File: config.mk
export PLATFORM = sky130hd
export DESIGN_NAME = mem_arbiter
export DESIGN_NICKNAME = d
export VERILOG_FILES = /design/src/rtl/mem_arbiter.sv
export SDC_FILE = /design/constraint.sdc
export NUM_CORES = 1
export LEC_CHECK = 0
export ABC_AREA = 1
export BUFFER_PORTS_ARGS = -buffer_cell sky130_fd_sc_hd__buf_4
export CAP_MARGIN = 0
export CORE_MARGIN = 3
export CORE_UTILIZATION = 49
export CTS_BUF_LIST = sky130_fd_sc_hd__clkbuf_8
export DETAILED_ROUTE_END_ITERATION = 8
export PLACE_DENSITY = 0.95
export SKIP_LAST_GASP = 1
export SLEW_MARGIN = 10
export SYNTH_ARGS = -nofsm -noshare
export SYNTH_HDL_FRONTEND = slang
export SYNTH_SLANG_ARGS = --single-unit
File: constraint.sdc
create_clock -name clk -period 1.51 [get_ports clk]
set_input_delay 0.0755 -clock clk [delete_from_list [all_inputs] [get_ports clk]]
set_output_delay 0.0755 -clock clk [all_outputs]
set_load 0.01 [all_outputs]
File: src/rtl/mem_arbiter.sv
// Two-port round-robin arbiter in front of the single-port 256x16 RAM.
// Port 0 is the CPU, port 1 the debug/program-loader engine. Each granted
// request becomes exactly one RAM access. Read data comes back with an
// rvalid pulse the cycle after the grant. Addresses with any bit set above
// MEM_AW (the I/O space) never reach the RAM and are answered with err.
// Optional build macro: ARB_LOCK_EN adds lock0/lock1 for atomic bursts.
module mem_arbiter #(
  parameter int unsigned DATA_W = 16,
  parameter int unsigned ADDR_W = 9,
  parameter int unsigned MEM_AW = 8
) (
  input  logic              clk,
  input  logic              reset,
  input  logic              req0,
  input  logic              req1,
  input  logic              we0,
  input  logic              we1,
  input  logic [ADDR_W-1:0] addr0,
  input  logic [ADDR_W-1:0] addr1,
  input  logic [DATA_W-1:0] wdata0,
  input  logic [DATA_W-1:0] wdata1,
`ifdef ARB_LOCK_EN
  input  logic              lock0,
  input  logic              lock1,
`endif
  output logic              gnt0,
  output logic              gnt1,
  output logic              rvalid0,
  output logic              rvalid1,
  output logic [DATA_W-1:0] rdata,
  output logic              err0,
  output logic              err1,
  output logic              mem_en,
  output logic              mem_we,
  output logic [MEM_AW-1:0] mem_addr,
  output logic [DATA_W-1:0] mem_din,
  input  logic [DATA_W-1:0] mem_dout
);

  localparam logic [0:0] IDLE  = 1'b0;
  localparam logic [0:0] ISSUE = 1'b1;

  logic [0:0]        state_q;
  logic              owner_q;
  logic              last_owner_q;
  logic              we_q;
  logic [ADDR_W-1:0] addr_q;
  logic [DATA_W-1:0] wdata_q;

  // Response bookkeeping for the cycle after ISSUE
  logic              resp_rd_q;
  logic              resp_err_q;
  logic              resp_owner_q;

  logic              elig0, elig1;
  logic              any_req;
  logic              pick;
  logic              in_range;
  logic              issue;

`ifdef ARB_LOCK_EN
  logic              lock_act_q;
  logic              lock_port_q;
  logic              pick_lock;
`endif

  assign in_range = (addr_q[ADDR_W-1:MEM_AW] == '0);
  // Outputs are forced to their reset values while reset is high, so an
  // access caught in ISSUE is dropped from the very first reset cycle.
  assign issue    = (state_q == ISSUE) && !reset;

  // Eligibility and round-robin winner selection
  always_comb begin
    elig0 = req0;
    elig1 = req1;
`ifdef ARB_LOCK_EN
    if (lock_act_q) begin
      elig0 = req0 && (lock_port_q == 1'b0);
      elig1 = req1 && (lock_port_q == 1'b1);
    end
`endif
    any_req = elig0 || elig1;
    // Port 1 wins when alone or when port 0 had the previous grant
    pick    = elig1 && (!elig0 || (last_owner_q == 1'b0));
  end

`ifdef ARB_LOCK_EN
  assign pick_lock = pick ? lock1 : lock0;
`endif

  // State, request latch and response registers
  always_ff @(posedge clk) begin
    if (reset) begin
      state_q      <= IDLE;
      owner_q      <= 1'b0;
      last_owner_q <= 1'b1;
      we_q         <= 1'b0;
      addr_q       <= '0;
      wdata_q      <= '0;
      resp_rd_q    <= 1'b0;
      resp_err_q   <= 1'b0;
      resp_owner_q <= 1'b0;
`ifdef ARB_LOCK_EN
      lock_act_q   <= 1'b0;
      lock_port_q  <= 1'b0;
`endif
    end else begin
      resp_rd_q    <= issue && !we_q;
      resp_err_q   <= issue && !in_range;
      resp_owner_q <= owner_q;
      case (state_q)
        IDLE: begin
          if (any_req) begin
            state_q      <= ISSUE;
            owner_q      <= pick;
            last_owner_q <= pick;
            we_q         <= pick ? we1 : we0;
            addr_q       <= pick ? addr1 : addr0;
            wdata_q      <= pick ? wdata1 : wdata0;
`ifdef ARB_LOCK_EN
            lock_act_q   <= pick_lock;
            lock_port_q  <= pick;
`endif
          end
        end
        default: state_q <= IDLE;
      endcase
    end
  end

  // Grant and RAM strobes, valid only in ISSUE
  always_comb begin
    gnt0     = issue && (owner_q == 1'b0);
    gnt1     = issue && (owner_q == 1'b1);
    mem_en   = issue && in_range;
    mem_we   = issue && in_range && we_q;
    mem_addr = issue ? addr_q[MEM_AW-1:0] : '0;
    mem_din  = issue ? wdata_q : '0;
  end

  // Response pulses and shared read data
  always_comb begin
    rvalid0 = !reset && resp_rd_q && (resp_owner_q == 1'b0);
    rvalid1 = !reset && resp_rd_q && (resp_owner_q == 1'b1);
    err0    = !reset && resp_err_q && (resp_owner_q == 1'b0);
    err1    = !reset && resp_err_q && (resp_owner_q == 1'b1);
    rdata   = (!reset && resp_rd_q && !resp_err_q) ? mem_dout : '0;
  end

endmodule

==> results of run 1 <==
## cells in the mapped netlist (all sizes together)
cell type | n | share of area
nand2 | 83 | 0.15
o21ai | 2 | 0.0067
nor3 | 3 | 0.0074
inv | 47 | 0.086
buf | 21 | 0.067
clkbuf | 2 | 0.0037
a21boi | 26 | 0.096
nand3 | 29 | 0.071
dfxtp | 32 | 0.31
nor2 | 103 | 0.19
## timing repair
item | CTS | global route
hold endpoints to repair | 1 | 0
hold buffers | 1 | 0
resized for setup | 1 | 0
setup endpoints to repair | 5 | 0
## cell families after synthesis
family                 Yosys count  synth area share
and+or+nand+nor                218             0.427
buffers and inverters           70             0.157
DFF                             32             0.314
AOI/OAI and AO/OA               28             0.102
## layout by cell type (no fill, tap or decap)
master	synthesis	layout
a21boi_0	7	7
a21boi_1	19	19
buf_12	0	2
buf_4	5	125
bufinv_16	0	1
clkbuf_8	0	7
dfxtp_1	32	32
dlygate4sd3_1	0	1
inv_1	47	47
nand2_1	82	82
nand2_2	1	1
nand3_1	29	28
nand3_2	0	1
nor2_1	101	101
nor2_2	1	1
nor2_4	1	1
nor3_1	3	3
o21ai_0	1	1
o21ai_2	1	1
## per-stage QoR
| step | hold WS [ps] | instances | cell area [sq um] | power, W | setup slack [ps] |
|---|---|---|---|---|---|
| 2_1_floorplan | 148 | 348 | 2040 | 0.00137 | 496 |
| 3_3_place_gp | 288 | 500 | 2940 | 0.00161 | 354 |
| 3_5_place_dp | 294 | 500 | 2940 | 0.00163 | 286 |
| 4_1_cts | 11.8 | 509 | 3080 | 0.00254 | 126 |
| 5_1_grt | 30.3 | 509 | 3080 | 0.00267 | 11.0 |
| 6_report | 32.9 | 509 | 3080 | 0.00253 | 122 |
## state kept, by name, indices dropped and copies added (netlist names)
name,flops
resp_owner_q,1
owner_q,1
resp_rd_q,1
wdata_q,16
we_q,1
resp_err_q,1
addr_q,9
last_owner_q,1
state_q,1
## power groups by stage
stage / clock network, W / logic, W / registers [W]
3_5_place_dp: 0 / 0.000662 / 0.000969
4_1_cts: 0.000917 / 0.000671 / 0.000950
3_3_place_gp: 0 / 0.000641 / 0.000965
6_report: 0.000908 / 0.000671 / 0.000950
5_1_grt: 0.000960 / 0.000753 / 0.000956
2_1_floorplan: 0 / 0.000408 / 0.000962
## layer usage
layer / vias up / global-route usage / routed length, microns
met4: 0 / 0.142 / 257
met5: - / 0 / 0
met3: 22 / 0.0909 / 625
met2: 123 / 0.438 / 3060
met1: 1068 / 0.259 / 2310
li1: 1263 / - / -
## critical path: cells and delay by family, from the launching register on
kind          cells  cell delay, ps
buf+inv           2             370
flops             1             390
simple gates      2             270
## how the worst max path moves through the flow
stage          cells past startpoint         end  slack (ps)
2_1_floorplan                      7   addr_q[3]         500
3_3_place_gp                       6  wdata_q[7]         350
3_5_place_dp                       4    rdata[3]         290
4_1_cts                            4      mem_we         130
5_1_grt                            4    rdata[3]          10
6_report                           4      mem_we         120
## area by class of cell
type	instances	area [sq um]
Clock buffer	7	96.3
Clock inverter	1	30.0
Fill cell	287	749
Inverter	47	176
Multi-Input combinational cell	246	1080
Sequential cell	32	641
Tap cell	48	60.1
Timing Repair Buffer	128	988
==> run_results.csv, run 1 <==
group,metric,value,unit
pwr,p_comb_frac,0.265,
detailed_routing,detail_route.wl_per_cell,12.3,microns
grt,grtUsageTotal,0.251,
pwr,ir_worst_vdd,0.625,mV
placed_design,gp_congestion,0.841,
critical_path,cp_max_fo,18,
sta,period_needed,1390,ps
clocking,clock_path_buffers,2,
clocking,cts-root-buf,"clkbuf_8",
sta,setup_viol_count_final,0,
detailed_routing,dr_total_vias,2476,
detailed_routing,drc,0,
die,die_area,4980,sq um
detailed_routing,drtPass1Iterations,5,
critical_path,startpoint,"state_q",
min_path,hold_path_class,"in2reg",
detailed_routing,first_iter_violations,88,
pwr,p_clk_frac,0.359,
detailed_routing,drtAntennaViolNets,0,
sta,max_freq,721,MHz
pwr,power_leakage,1.72,nW
pwr,p_int,0.00182,W
critical_path,cpMostUsedCell,"buf_4",
run,cap_violations,0,
critical_path,path_cells,"nand2_1, buf_4, nor3_1, buf_4",
clocking,numCtsBuffers,5,
sta,rsz0062_at_grt,"no",
grt,overflow,0,
clocking,post_cts_buffers,0,
critical_path,path_class,"reg2out",
detailed_routing,avgViaCountPerCell,4.86,
sta,worst_pin_slew,462,ps
yosys,avgSynthCellArea,5.86,sq um
grt,grt_pass1_vias,2345,
clocking,clock_latency,290,ps
min_path,worstHoldPathCells,2,
yosys,synth.distinct_cells,17,
pwr,power.switching,0.000704,W
die,die_h,70.5,microns
final_layout,antenna_cells,0,
die,ios,120,
clocking,cts_tree,"built",
yosys,synthesis.area,2040,sq um
critical_path,r2r_slack,330,ps
die,rows,22,
yosys,ys_warn_count,0,
pwr,p_seq_frac,0.376,
critical_path,ff2ff_path_depth,6,
grt,antenna_found_initial,0,
detailed_routing,routed_wl,6250,microns
final_layout,fin_util,0.804,
critical_path,cp-start-kind,"flop",
sta,hold_viol_final,0,
pwr,power.density,822,nW/um^2
die,core-area,3830,sq um
sta,drv_slew,0,
die,start_util,0.533,
sta,timing.max_slew.rel_slack,0.692,
min_path,holdPathEnd,"resp_owner_q",
critical_path,critPathMaxStageDelay,390,ps
min_path,hold_path.startpoint,"reset",
critical_path,r2r_end,"wdata_q[4]",
clocking,cts_sinks,32,
placed_design,portBuffers,119,
yosys,syn_nets,420,
clocking,htreeDepth,2,
critical_path,critPathRequiredTime,1430,ps
critical_path,crit_path_end_kind,"output pin",
final_layout,layout.nets,532,
sta,post-route-period-util,0.919,
critical_path,arrival,1310,ps
sta,tns,0,ps
placed_design,hpwl,4610,microns
clocking,cts.clk_slew.worst_paths,70,ps
status,status,"completed",
grt,grt_pass1_wl,10100,microns
critical_path,worst_path_max_delay_cell,"dfxtp_1",
die,chipWidth,70.5,microns
final_layout,area_growth,50.8,%
pwr,swShare,0.279,
final_layout,drive_gt1_frac,0.304,
critical_path,rr_startpoint,"state_q",
yosys,synth_sequential_area_ratio,0.314,
yosys,ys_ff_latch,32,
grt,grt_start_max_net_pins,51,
yosys,synthCells,348,
sta,skew,8.32,ps
Power figures use the tool's default switching activity.
==> run 2, diff against run 1 <==
--- a/config.mk
+++ b/config.mk
@@ -8,9 +8,10 @@
 export ABC_AREA = 1
 export BUFFER_PORTS_ARGS = -buffer_cell sky130_fd_sc_hd__buf_4
 export CAP_MARGIN = 0
+export CORE_ASPECT_RATIO = 1.1
 export CORE_MARGIN = 3
 export CORE_UTILIZATION = 49
-export CTS_BUF_LIST = sky130_fd_sc_hd__clkbuf_8
+export CTS_BUF_LIST = sky130_fd_sc_hd__clkbuf_4 sky130_fd_sc_hd__clkbuf_8
 export DETAILED_ROUTE_END_ITERATION = 8
 export PLACE_DENSITY = 0.95
 export SKIP_LAST_GASP = 1
==> run 2 against run 1 <==
Effect of this change:
- wire length down 7.6%
- total power shrank 10%
- utilization down 1.3 points
- clock power decreased by 27%
- combinational power is 3% lower
- sequential power about the same
- largest power group unchanged
==> run_results.csv, run 2 (synthesis results as in run 1) <==
group,metric,value,unit
critical_path,cp-start-kind,"flop",
final_layout,area_growth,48.3,%
grt,grtUsageTotal,0.232,
sta,rsz0062_at_grt,"no",
detailed_routing,drc,0,
critical_path,cp_max_fo,11,
critical_path,path_class,"reg2out",
grt,overflow,0,
detailed_routing,drtAntennaViolNets,0,
grt,busiest_layer,"met2",
clocking,clock_path_buffers,2,
grt,grtUsageMet2,0.431,
critical_path,cpMostUsedCell,"buf_4",
final_layout,mostFrequentLayoutCell,"buf_4",
pwr,power.density,749,nW/um^2
min_path,hold_path_class,"in2reg",
grt,grt_use_met3,0.0627,
critical_path,path_cells,"nand2_2, buf_4, nor3_1, buf_4",
pwr,power.total,0.00227,W
critical_path,worst_path_max_delay_cell,"dfxtp_2",
grt,grtUsageMet1,0.244,
critical_path,critical-path-top-delay-family,"flip-flops",
detailed_routing,detail_route.wl_per_cell,11.3,microns
grt,antenna_found_initial,0,
placed_design,portBuffers,119,
critical_path,critPathMaxStageDelay,380,ps
sta,skew,5.32,ps
detailed_routing,dr_total_vias,2398,
critical_path,timing.critical_path.buf_inv,2,
clocking,post_cts_buffers,0,
clocking,htreeDepth,2,
final_layout,final_cell_mix,"buf_4, nor2_1, nand2_1, inv_1, dfxtp_1",
grt,grt_pass1_vias,2082,
clocking,cts_tree,"built",
final_layout,fillerInstances,293,
sta,worst_pin_slew,556,ps
critical_path,critPathRequiredTime,1430,ps
die,rows,23,
run,cap_violations,0,
detailed_routing,first_iter_violations,77,
placed_design,gp_congestion,0.768,
sta,tns,0,ps
detailed_routing,avgViaCountPerCell,4.70,
clocking,hold_buffers,0,
critical_path,arrival,1320,ps
sta,drv_slew,0,
critical_path,crit_path_end_kind,"output pin",
status,status,"completed",
sta,max_freq,716,MHz
pwr,ir_worst_vdd,0.591,mV
sta,timing.max_slew.rel_slack,0.629,
placed_design,hpwl,4440,microns
die,start_util,0.533,
final_layout,regMostFlops,"wdata_q",
sta,post-route-period-util,0.924,
final_layout,drive_gt1_frac,0.309,
clocking,cts-root-buf,"clkbuf_8",
critical_path,r2r_slack,340,ps
clocking,numCtsBuffers,5,
final_layout,layout.nets,531,
sta,setup_viol_count_final,0,
clocking,clock_latency,280,ps
final_layout,largest_register_ffs,16,
grt,grt_start_max_net_pins,44,
final_layout,reg_top3,"wdata_q (16), addr_q (9)",
detailed_routing,drtPass1Iterations,4,
final_layout,antenna_cells,0,
die,die_area,4980,sq um
clocking,cts.clk_slew.worst_paths,70,ps
die,ios,120,
die,chipWidth,67.5,microns
grt,grt_pass1_wl,8770,microns
sta,period_needed,1400,ps
detailed_routing,routed_wl,5770,microns
clocking,cts_sinks,32,
sta,hold_viol_final,0,
die,die_h,73.7,microns
die,core-area,3830,sq um
pwr,power_leakage,1.69,nW
clocking,cts.repair.resized,2,
## run 2: area by class of cell
class                           instances  area [sq um]  share of cell area
Clock inverter                          2          10.0             0.00331
Clock buffer                            6          82.6              0.0273
Sequential cell                        32           642               0.212
Timing Repair Buffer                  127           966               0.319
Multi-Input combinational cell        246          1090               0.359
Inverter                               47           176              0.0583
Tap cell                               50          62.6              0.0207
## run 2: final timing paths
| path | cells after the start | from | endpoint |
|---|---|---|---|
| min | 2 | reset | state_q |
| max reg2reg | 6 | state_q | wdata_q[1] |
| max | 4 | state_q | mem_we |
| min reg2reg | 1 | we_q | resp_rd_q |
## run 2: where the power goes
part	leakage [nW]	internal (W)	switching (W)	total, W
sequential	0.266	0.000924	0.0000261	0.000950
clock	0.0510	0.000363	0.000301	0.000664
combinational	1.38	0.000310	0.000343	0.000653
## run 2: per-layer routing
layer	vias to the layer above	wire length (microns)
met3	13	581
met4	0	123
met1	1020	2140
li1	1259	-
met5	-	0
met2	106	2930
## run 2: metrics by stage
stage | utilization | area, sq um | hold WS [ps] | instances | setup WS, ps
floorplan | - | 2040 | 148 | 348 | 496
global placement | 0.764 | 2930 | 288 | 502 | 347
detailed placement | 0.764 | 2930 | 296 | 502 | 259
CTS | 0.790 | 3030 | 8.04 | 510 | 64.7
global route | 0.791 | 3030 | 9.65 | 510 | 37.6
finish | 0.791 | 3030 | 1.87 | 510 | 114
## run 2: worst reg2reg max path, cell delays in order (launching register included)
cell     delay, ps
dfxtp_2        380
inv_1           70
o21ai_2        220
buf_12         220
nand2_1         70
nand2_1         60
nor2_1          40
